===== config.mk =====
export PLATFORM = sky130hd
export DESIGN_NAME = instr_byte_aligner_flat
export DESIGN_NICKNAME = d
export VERILOG_FILES = /design/src/rtl/instr_byte_aligner_if.sv /design/src/rtl/instr_byte_aligner.sv /design/src/flat_wrapper.sv
export SDC_FILE = /design/constraint.sdc
export NUM_CORES = 1
export LEC_CHECK = 0
export CAP_MARGIN = 20
export CORE_MARGIN = 2
export CORE_UTILIZATION = 34
export CTS_CLUSTER_DIAMETER = 60
export DETAILED_ROUTE_END_ITERATION = 10
export PLACE_DENSITY = 0.73
export SYNTH_ARGS = -nofsm -noshare
export SYNTH_HDL_FRONTEND = slang
export SYNTH_SLANG_ARGS = --single-unit

===== constraint.sdc =====
create_clock -name clk -period 2 [get_ports clk]
set_clock_uncertainty 0.15 [all_clocks]
set_input_delay 0.4 -clock clk [delete_from_list [all_inputs] [get_ports clk]]
set_output_delay 0.4 -clock clk [all_outputs]
set_load 0.01 [all_outputs]

===== src/rtl/instr_byte_aligner_if.sv =====
// Bus bundle between the instruction-byte FIFO, the byte aligner and decode.
// master: the aligner (pops the FIFO, drives the instruction toward decode).
// slave : the environment (FIFO head view, flush source, decode acceptance).
interface instr_byte_aligner_if #(
  parameter int DATA_WIDTH = 8,
  parameter int MULTI_POP  = 8,
  parameter int MAX_LEN    = 4,
  parameter int CNT_W      = $clog2(MULTI_POP)
);
  // FIFO head view; entry 0 is the oldest byte
  logic [MULTI_POP-1:0][DATA_WIDTH-1:0] fifo_data;
  logic [CNT_W-1:0]                     fifo_ready_cnt;
  logic [CNT_W-1:0]                     fifo_poll_cnt;
  // pipeline flush
  logic                                 flush;
  // instruction toward decode
  logic [MAX_LEN*DATA_WIDTH-1:0]        instr_data;
  logic [2:0]                           instr_len;
  logic                                 instr_valid;
  logic                                 instr_ready;

  modport master (
    input  fifo_data, fifo_ready_cnt, flush, instr_ready,
    output fifo_poll_cnt, instr_data, instr_len, instr_valid
  );

  modport slave (
    output fifo_data, fifo_ready_cnt, flush, instr_ready,
    input  fifo_poll_cnt, instr_data, instr_len, instr_valid
  );
endinterface


===== src/rtl/instr_byte_aligner.sv =====
// Instruction byte aligner: decodes the length of the instruction at the
// FIFO head from the low two bits of byte 0, pops the whole instruction in
// one cycle once all of its bytes are visible, and registers it toward
// decode over valid/ready. A flush drains the FIFO until it reports empty.
// Optional macro INSTR_ALIGNER_PERF_EN adds stall_cycles / instr_count
// saturating performance counters.
module instr_byte_aligner #(
  parameter int DATA_WIDTH = 8,
  parameter int MULTI_POP  = 8,
  parameter int MAX_LEN    = 4,
  parameter int CNT_W      = $clog2(MULTI_POP)
) (
  input  logic                  clk,
  input  logic                  rst,
  instr_byte_aligner_if.master  bus
`ifdef INSTR_ALIGNER_PERF_EN
  ,
  output logic [31:0]           stall_cycles,
  output logic [31:0]           instr_count
`endif
);

  typedef enum logic {RUN, DRAIN} state_t;

  localparam int IW = MAX_LEN * DATA_WIDTH;

  state_t                  state_q, state_d;
  logic                    valid_q, valid_d;
  logic [IW-1:0]           data_q, data_d;
  logic [2:0]              len_q, len_d;
  logic [CNT_W-1:0]        poll_cnt;

  logic [2:0]              len_dec;
  logic [CNT_W-1:0]        len_cnt;
  logic                    head_avail;
  logic                    slot_free;
  logic                    load;
  logic                    starve;

  // Entries beyond MAX_LEN are never needed to assemble an instruction.
  logic                    unused_hi;
  assign unused_hi = ^bus.fifo_data[MULTI_POP-1:MAX_LEN];

  // Pack the first len head bytes into the instruction word, zero above.
  function automatic logic [IW-1:0] assemble_instr(
    input logic [MULTI_POP-1:0][DATA_WIDTH-1:0] bytes,
    input logic [2:0]                            len
  );
    logic [IW-1:0] r;
    r = '0;
    for (int i = 0; i < MAX_LEN; i++) begin
      if (3'(i) < len) r[i*DATA_WIDTH +: DATA_WIDTH] = bytes[i];
    end
    return r;
  endfunction

  // Saturating 32-bit increment used by the performance counters.
  function automatic logic [31:0] sat_inc(input logic [31:0] v);
    return (v == 32'hFFFF_FFFF) ? v : v + 32'd1;
  endfunction

  // Length decode and load qualification from the current FIFO head view.
  always_comb begin
    len_dec    = {1'b0, bus.fifo_data[0][1:0]} + 3'd1;
    len_cnt    = CNT_W'(len_dec);
    head_avail = (bus.fifo_ready_cnt != '0);
    slot_free  = !valid_q || bus.instr_ready;
    load       = (state_q == RUN) && !bus.flush && head_avail &&
                 (bus.fifo_ready_cnt >= len_cnt) && slot_free;
    starve     = (state_q == RUN) && !bus.flush && slot_free &&
                 (!head_avail || (bus.fifo_ready_cnt < len_cnt));
  end

  // Next-state, pop count and output register next values.
  always_comb begin
    state_d  = state_q;
    valid_d  = valid_q;
    data_d   = data_q;
    len_d    = len_q;
    poll_cnt = '0;
    case (state_q)
      RUN: begin
        if (bus.flush) begin
          // flush wins over load: drop the held instruction, empty the FIFO
          poll_cnt = bus.fifo_ready_cnt;
          valid_d  = 1'b0;
          state_d  = DRAIN;
        end else if (load) begin
          poll_cnt = len_cnt;
          data_d   = assemble_instr(bus.fifo_data, len_dec);
          len_d    = len_dec;
          valid_d  = 1'b1;
        end else if (bus.instr_ready) begin
          valid_d  = 1'b0;
        end
      end
      DRAIN: begin
        // anything upstream pushes while draining is thrown away
        poll_cnt = bus.fifo_ready_cnt;
        valid_d  = 1'b0;
        if (!bus.flush && (bus.fifo_ready_cnt == '0)) state_d = RUN;
      end
      default: begin
        state_d = RUN;
        valid_d = 1'b0;
      end
    endcase
    // no pops while held in reset, whatever the FIFO shows
    if (rst) poll_cnt = '0;
  end

  // State and output registers; reset clears the held instruction.
  always_ff @(posedge clk) begin
    if (rst) begin
      state_q <= RUN;
      valid_q <= 1'b0;
      data_q  <= '0;
      len_q   <= '0;
    end else begin
      state_q <= state_d;
      valid_q <= valid_d;
      data_q  <= data_d;
      len_q   <= len_d;
    end
  end

  assign bus.fifo_poll_cnt = poll_cnt;
  assign bus.instr_valid   = valid_q;
  assign bus.instr_data    = data_q;
  assign bus.instr_len     = len_q;

`ifdef INSTR_ALIGNER_PERF_EN
  logic [31:0] stall_q, stall_d;
  logic [31:0] icount_q, icount_d;

  // Count starvation cycles and loaded instructions, saturating.
  always_comb begin
    stall_d  = stall_q;
    icount_d = icount_q;
    if (starve) stall_d  = sat_inc(stall_q);
    if (load)   icount_d = sat_inc(icount_q);
  end

  // Performance counter registers.
  always_ff @(posedge clk) begin
    if (rst) begin
      stall_q  <= '0;
      icount_q <= '0;
    end else begin
      stall_q  <= stall_d;
      icount_q <= icount_d;
    end
  end

  assign stall_cycles = stall_q;
  assign instr_count  = icount_q;
`else
  logic unused_perf;
  assign unused_perf = starve;
`endif

  // The aligner must never ask the FIFO for more entries than it holds.
  a_poll_le_ready: assert property (
    @(posedge clk) disable iff (rst) bus.fifo_poll_cnt <= bus.fifo_ready_cnt
  );

endmodule


===== src/flat_wrapper.sv =====
// flat-port wrapper written by rule: the top's interface ports become plain ports
module instr_byte_aligner_flat 
#(
  parameter int DATA_WIDTH = 8,
  parameter int MULTI_POP  = 8,
  parameter int MAX_LEN    = 4,
  parameter int CNT_W      = $clog2(MULTI_POP)
)
  (clk, rst, bus_fifo_data, bus_fifo_ready_cnt, bus_flush, bus_instr_ready, bus_fifo_poll_cnt, bus_instr_data, bus_instr_len, bus_instr_valid);
  instr_byte_aligner_if #(.DATA_WIDTH(DATA_WIDTH), .MULTI_POP(MULTI_POP), .MAX_LEN(MAX_LEN), .CNT_W(CNT_W)) bus_i ();
  input  logic clk;
  input  logic rst;
  input wire logic [$bits(bus_i.fifo_data)-1:0] bus_fifo_data;
  input wire logic [$bits(bus_i.fifo_ready_cnt)-1:0] bus_fifo_ready_cnt;
  input wire logic [$bits(bus_i.flush)-1:0] bus_flush;
  input wire logic [$bits(bus_i.instr_ready)-1:0] bus_instr_ready;
  output wire logic [$bits(bus_i.fifo_poll_cnt)-1:0] bus_fifo_poll_cnt;
  output wire logic [$bits(bus_i.instr_data)-1:0] bus_instr_data;
  output wire logic [$bits(bus_i.instr_len)-1:0] bus_instr_len;
  output wire logic [$bits(bus_i.instr_valid)-1:0] bus_instr_valid;
  assign bus_i.fifo_data = bus_fifo_data;
  assign bus_i.fifo_ready_cnt = bus_fifo_ready_cnt;
  assign bus_i.flush = bus_flush;
  assign bus_i.instr_ready = bus_instr_ready;
  assign bus_fifo_poll_cnt = bus_i.fifo_poll_cnt;
  assign bus_instr_data = bus_i.instr_data;
  assign bus_instr_len = bus_i.instr_len;
  assign bus_instr_valid = bus_i.instr_valid;
  instr_byte_aligner #(.DATA_WIDTH(DATA_WIDTH), .MULTI_POP(MULTI_POP), .MAX_LEN(MAX_LEN), .CNT_W(CNT_W)) u_core (.clk(clk), .rst(rst), .bus(bus_i));
endmodule

==> flow_summary_export.csv <==
group,metric,value,unit
status,outcome,"complete, but fails checks",
status,violations,"setup timing",
clock_tree,clock_latency,0.28,ns
timing,rsz0062_at_grt,"yes",
synth,post_synth.cell_area_avg,8.723,µm²
synth,synthArstFlopShare,0,%
clock_tree,clkTransAtPathRegs,0.07,ns
cells_and_area,diodes,0,
cells_and_area,fillers,471,
placement,io_buffers,77,
die,die_h,77.75,µm
critical_path,worst-path-max-fanout,4,
power_and_ir_drop,p_leak,1.101,nW
synth,synth_area,0.001849,mm²
clock_tree,ctsLongestPathBuffers,2,
route,wl,4922,µm
hold_path,hp-class,"in -> reg",
cells_and_area,post_layout_nonfiller_instances,379,
critical_path,worst_setup_path_start_kind,"input port",
timing,hold_slack,0.2197,ns
clock_tree,cts_tree,"done",
critical_path,endpoint_kind,"output pin",
cells_and_area,drive_above_1_share,23.30,%
synth,synthFlopType,"dfxtp_1",
route,avgRoutedWirePerCell,12.99,µm
global_route,grtUsageTotal,16.91,%
die,pin_count,110,
synth,synth_area_leaders,"dfxtp_1 40%, o21ai_1 9.2%, nor2b_1 6.8%",
timing,worst_pin_slew,0.4197,ns
run,drv_cap,0,
route,drc_errors,0,
power_and_ir_drop,ir_worst_vdd,339.7,µV
route,drtIter0Drc,59,
synth,synth-seq-cells,37,
timing,maxSlewViolCount,0,
timing,slew_headroom,72.02,%
timing,fin_crit_sh,110.7,%
synth,yosysTopAreaCellShare,40.05,%
placement,place_inst,367,
timing,fin_crit,2.214,ns
timing,setup_violations,3,
die,core.rowCount,26,
clock_tree,htreeDepth,2,
synth,synth_cell_types,32,
synth,synth_largest_area_cell,"dfxtp_1",
global_route,grt_overflow_total,0,
route,drt.antenna.violating_nets,0,
global_route,first_global_vias,1777,
placement,dp_hpwl,3422,µm
power_and_ir_drop,cellPowerDensity,594.7,mW/mm²
global_route,grt_pass1_wl,8349,µm
critical_path,path_class,"in -> out",
synth,ys_seq_area_share,40.05,%
die,placeableCoreArea,0.005172,mm²
die,start_util,35.75,%
global_route,antenna_found_initial,0,
critical_path,cp.required,1.45,ns
synth,synth_nets,288,
cells_and_area,area_delta_synth_final,61.50,%
synth,ys.warnings.count,0,
die,die_w,77.75,µm
cells_and_area,nets,385,
synth,synth-edff-count,0,
clock_tree,cts.sinks,37,
clock_tree,cts_root_buffer,"clkbuf_8",
route,vias,1778,
route,viasPerCell,4.691,
timing,max_freq,0.4517,GHz
placement,place.gp.congestion,0.7683,
timing,worst_slack,-0.2138,ns
global_route,grt_max_degree,41,
timing,hold_viol,0,
critical_path,critPathArrivalTime,1.66,ns
route,firstDrtPassIters,4,
synth,syn_inst,212,
clock_tree,cts_buffers,5,
die,die_area,0.006045,mm²
Yosys cell counts, types with 2 or more instances:
library cell,number
dfxtp_1,37
o21ai_1,34
nand2_1,23
nor2b_1,20
nand2b_1,13
nand4_1,12
o21ai_0,10
o21ai_2,10
inv_1,6
a21oi_1,5
buf_6,5
ha_1,5
nor2_1,5
buf_2,4
clkbuf_1,4
nand3_1,2
o31ai_1,2
metal layers:
metal	track usage (%)	routed length, µm
met2	27.41	2330
met4	3.929	25
met1	22.52	2273
met5	0	0
met3	4.302	292
cell type report:
| cell class | instances | area, µm² | area share (%) |
|---|---|---|---|
| Clock buffer | 7 | 86.33 | 2.891 |
| Inverter | 6 | 27.53 | 0.9217 |
| Multi-Input combinational cell | 154 | 1075 | 35.99 |
| Sequential cell | 37 | 740.7 | 24.80 |
| Tap cell | 70 | 87.58 | 2.933 |
| Timing Repair Buffer | 105 | 969.7 | 32.47 |
cells in the final DEF (no fill, tap or decap), types with 2 or more instances in the layout:
master           count
a21oi_1              5
buf_2                4
buf_4               28
buf_8                2
clkbuf_8             6
clkdlybuf4s15_1      2
clkdlybuf4s50_1     68
dfxtp_1             37
ha_4                 4
inv_2                3
inv_4                2
nand2_1             23
nand2b_1            13
nand3_1              2
nand4_1             12
nor2_1               5
nor2b_1             20
o21ai_0             10
o21ai_1             34
o21ai_2             10
o31ai_4              2
registers in the layout (all words and copies together), names as in the netlist:
signal,cells
u_core.bus.instr_valid,1
u_core.bus.instr_len,3
u_core.bus.instr_data,32
u_core.state_q,1
cell families (layout without fill, tap and decap cells):
logic type	after synthesis	after routing	synth area share, %
DFF	37	37	40.05
adders and majority gates	5	5	3.383
and+or+nand+nor	81	81	24.70
AOI/OAI and AO/OA	68	68	24.63
buffers and inverters	21	118	7.239
through the flow:
step | area (µm²) | setup WS [ns] | utilization, % | power (mW) | setup TNS [ns]
after floorplan | 1937 | -0.09046 | - | 1.057 | -0.2354
after global placement | 2851 | -1.205 | 55.13 | 1.267 | -25.26
after detailed placement | 2851 | -1.248 | 55.13 | 1.274 | -27.25
after CTS | 2978 | -0.2282 | 57.57 | 1.806 | -0.6522
after global routing | 2987 | -0.2781 | 57.74 | 1.882 | -0.8210
final | 2987 | -0.2138 | 57.74 | 1.776 | -0.6242
worst max-delay path: stages:
cell and delay (ns):
buf_8 0.09, inv_2 0.06, ha_4 0.28, inv_4 0.05
o221ai_4 0.24, a21o_4 0.19, nor2_8 0.03, a22o_1 0.19
buf_2 0.13
power breakdown:
group / leakage [nW] / internal, mW / switching (mW) / total (mW)
Combinational: 0.756 / 0.246 / 0.232 / 0.478
Clock: 0.0443 / 0.273 / 0.239 / 0.512
Sequential: 0.301 / 0.771 / 0.0151 / 0.786
final timing paths:
check / from / to / slack (ns) / depth (start not counted)
max: bus_fifo_data[0] / bus_fifo_poll_cnt[2] / -0.21 / 9
min reg2reg: u_core.bus.instr_data[0]$_SDFFE_PP0P_ / u_core.bus.instr_data[0]$_SDFFE_PP0P_ / 0.32 / 2
min: bus_fifo_data[1] / u_core.bus.instr_data[1]$_SDFFE_PP0P_ / 0.22 / 3
max reg2reg: u_core.state_q$_SDFF_PP0_ / u_core.bus.instr_data[24]$_SDFFE_PP0P_ / 0.47 / 6
what timing repair did:
action / 4_1_cts / 5_1_grt
cloned: 0 / 0
hold buffers: 0 / 0
pin swaps: 9 / 2
setup endpoints to repair: 39 / 3
resized for setup: 35 / 1
buffers inserted: 4 / 1
Note: power is estimated with default switching activity, not from simulation.
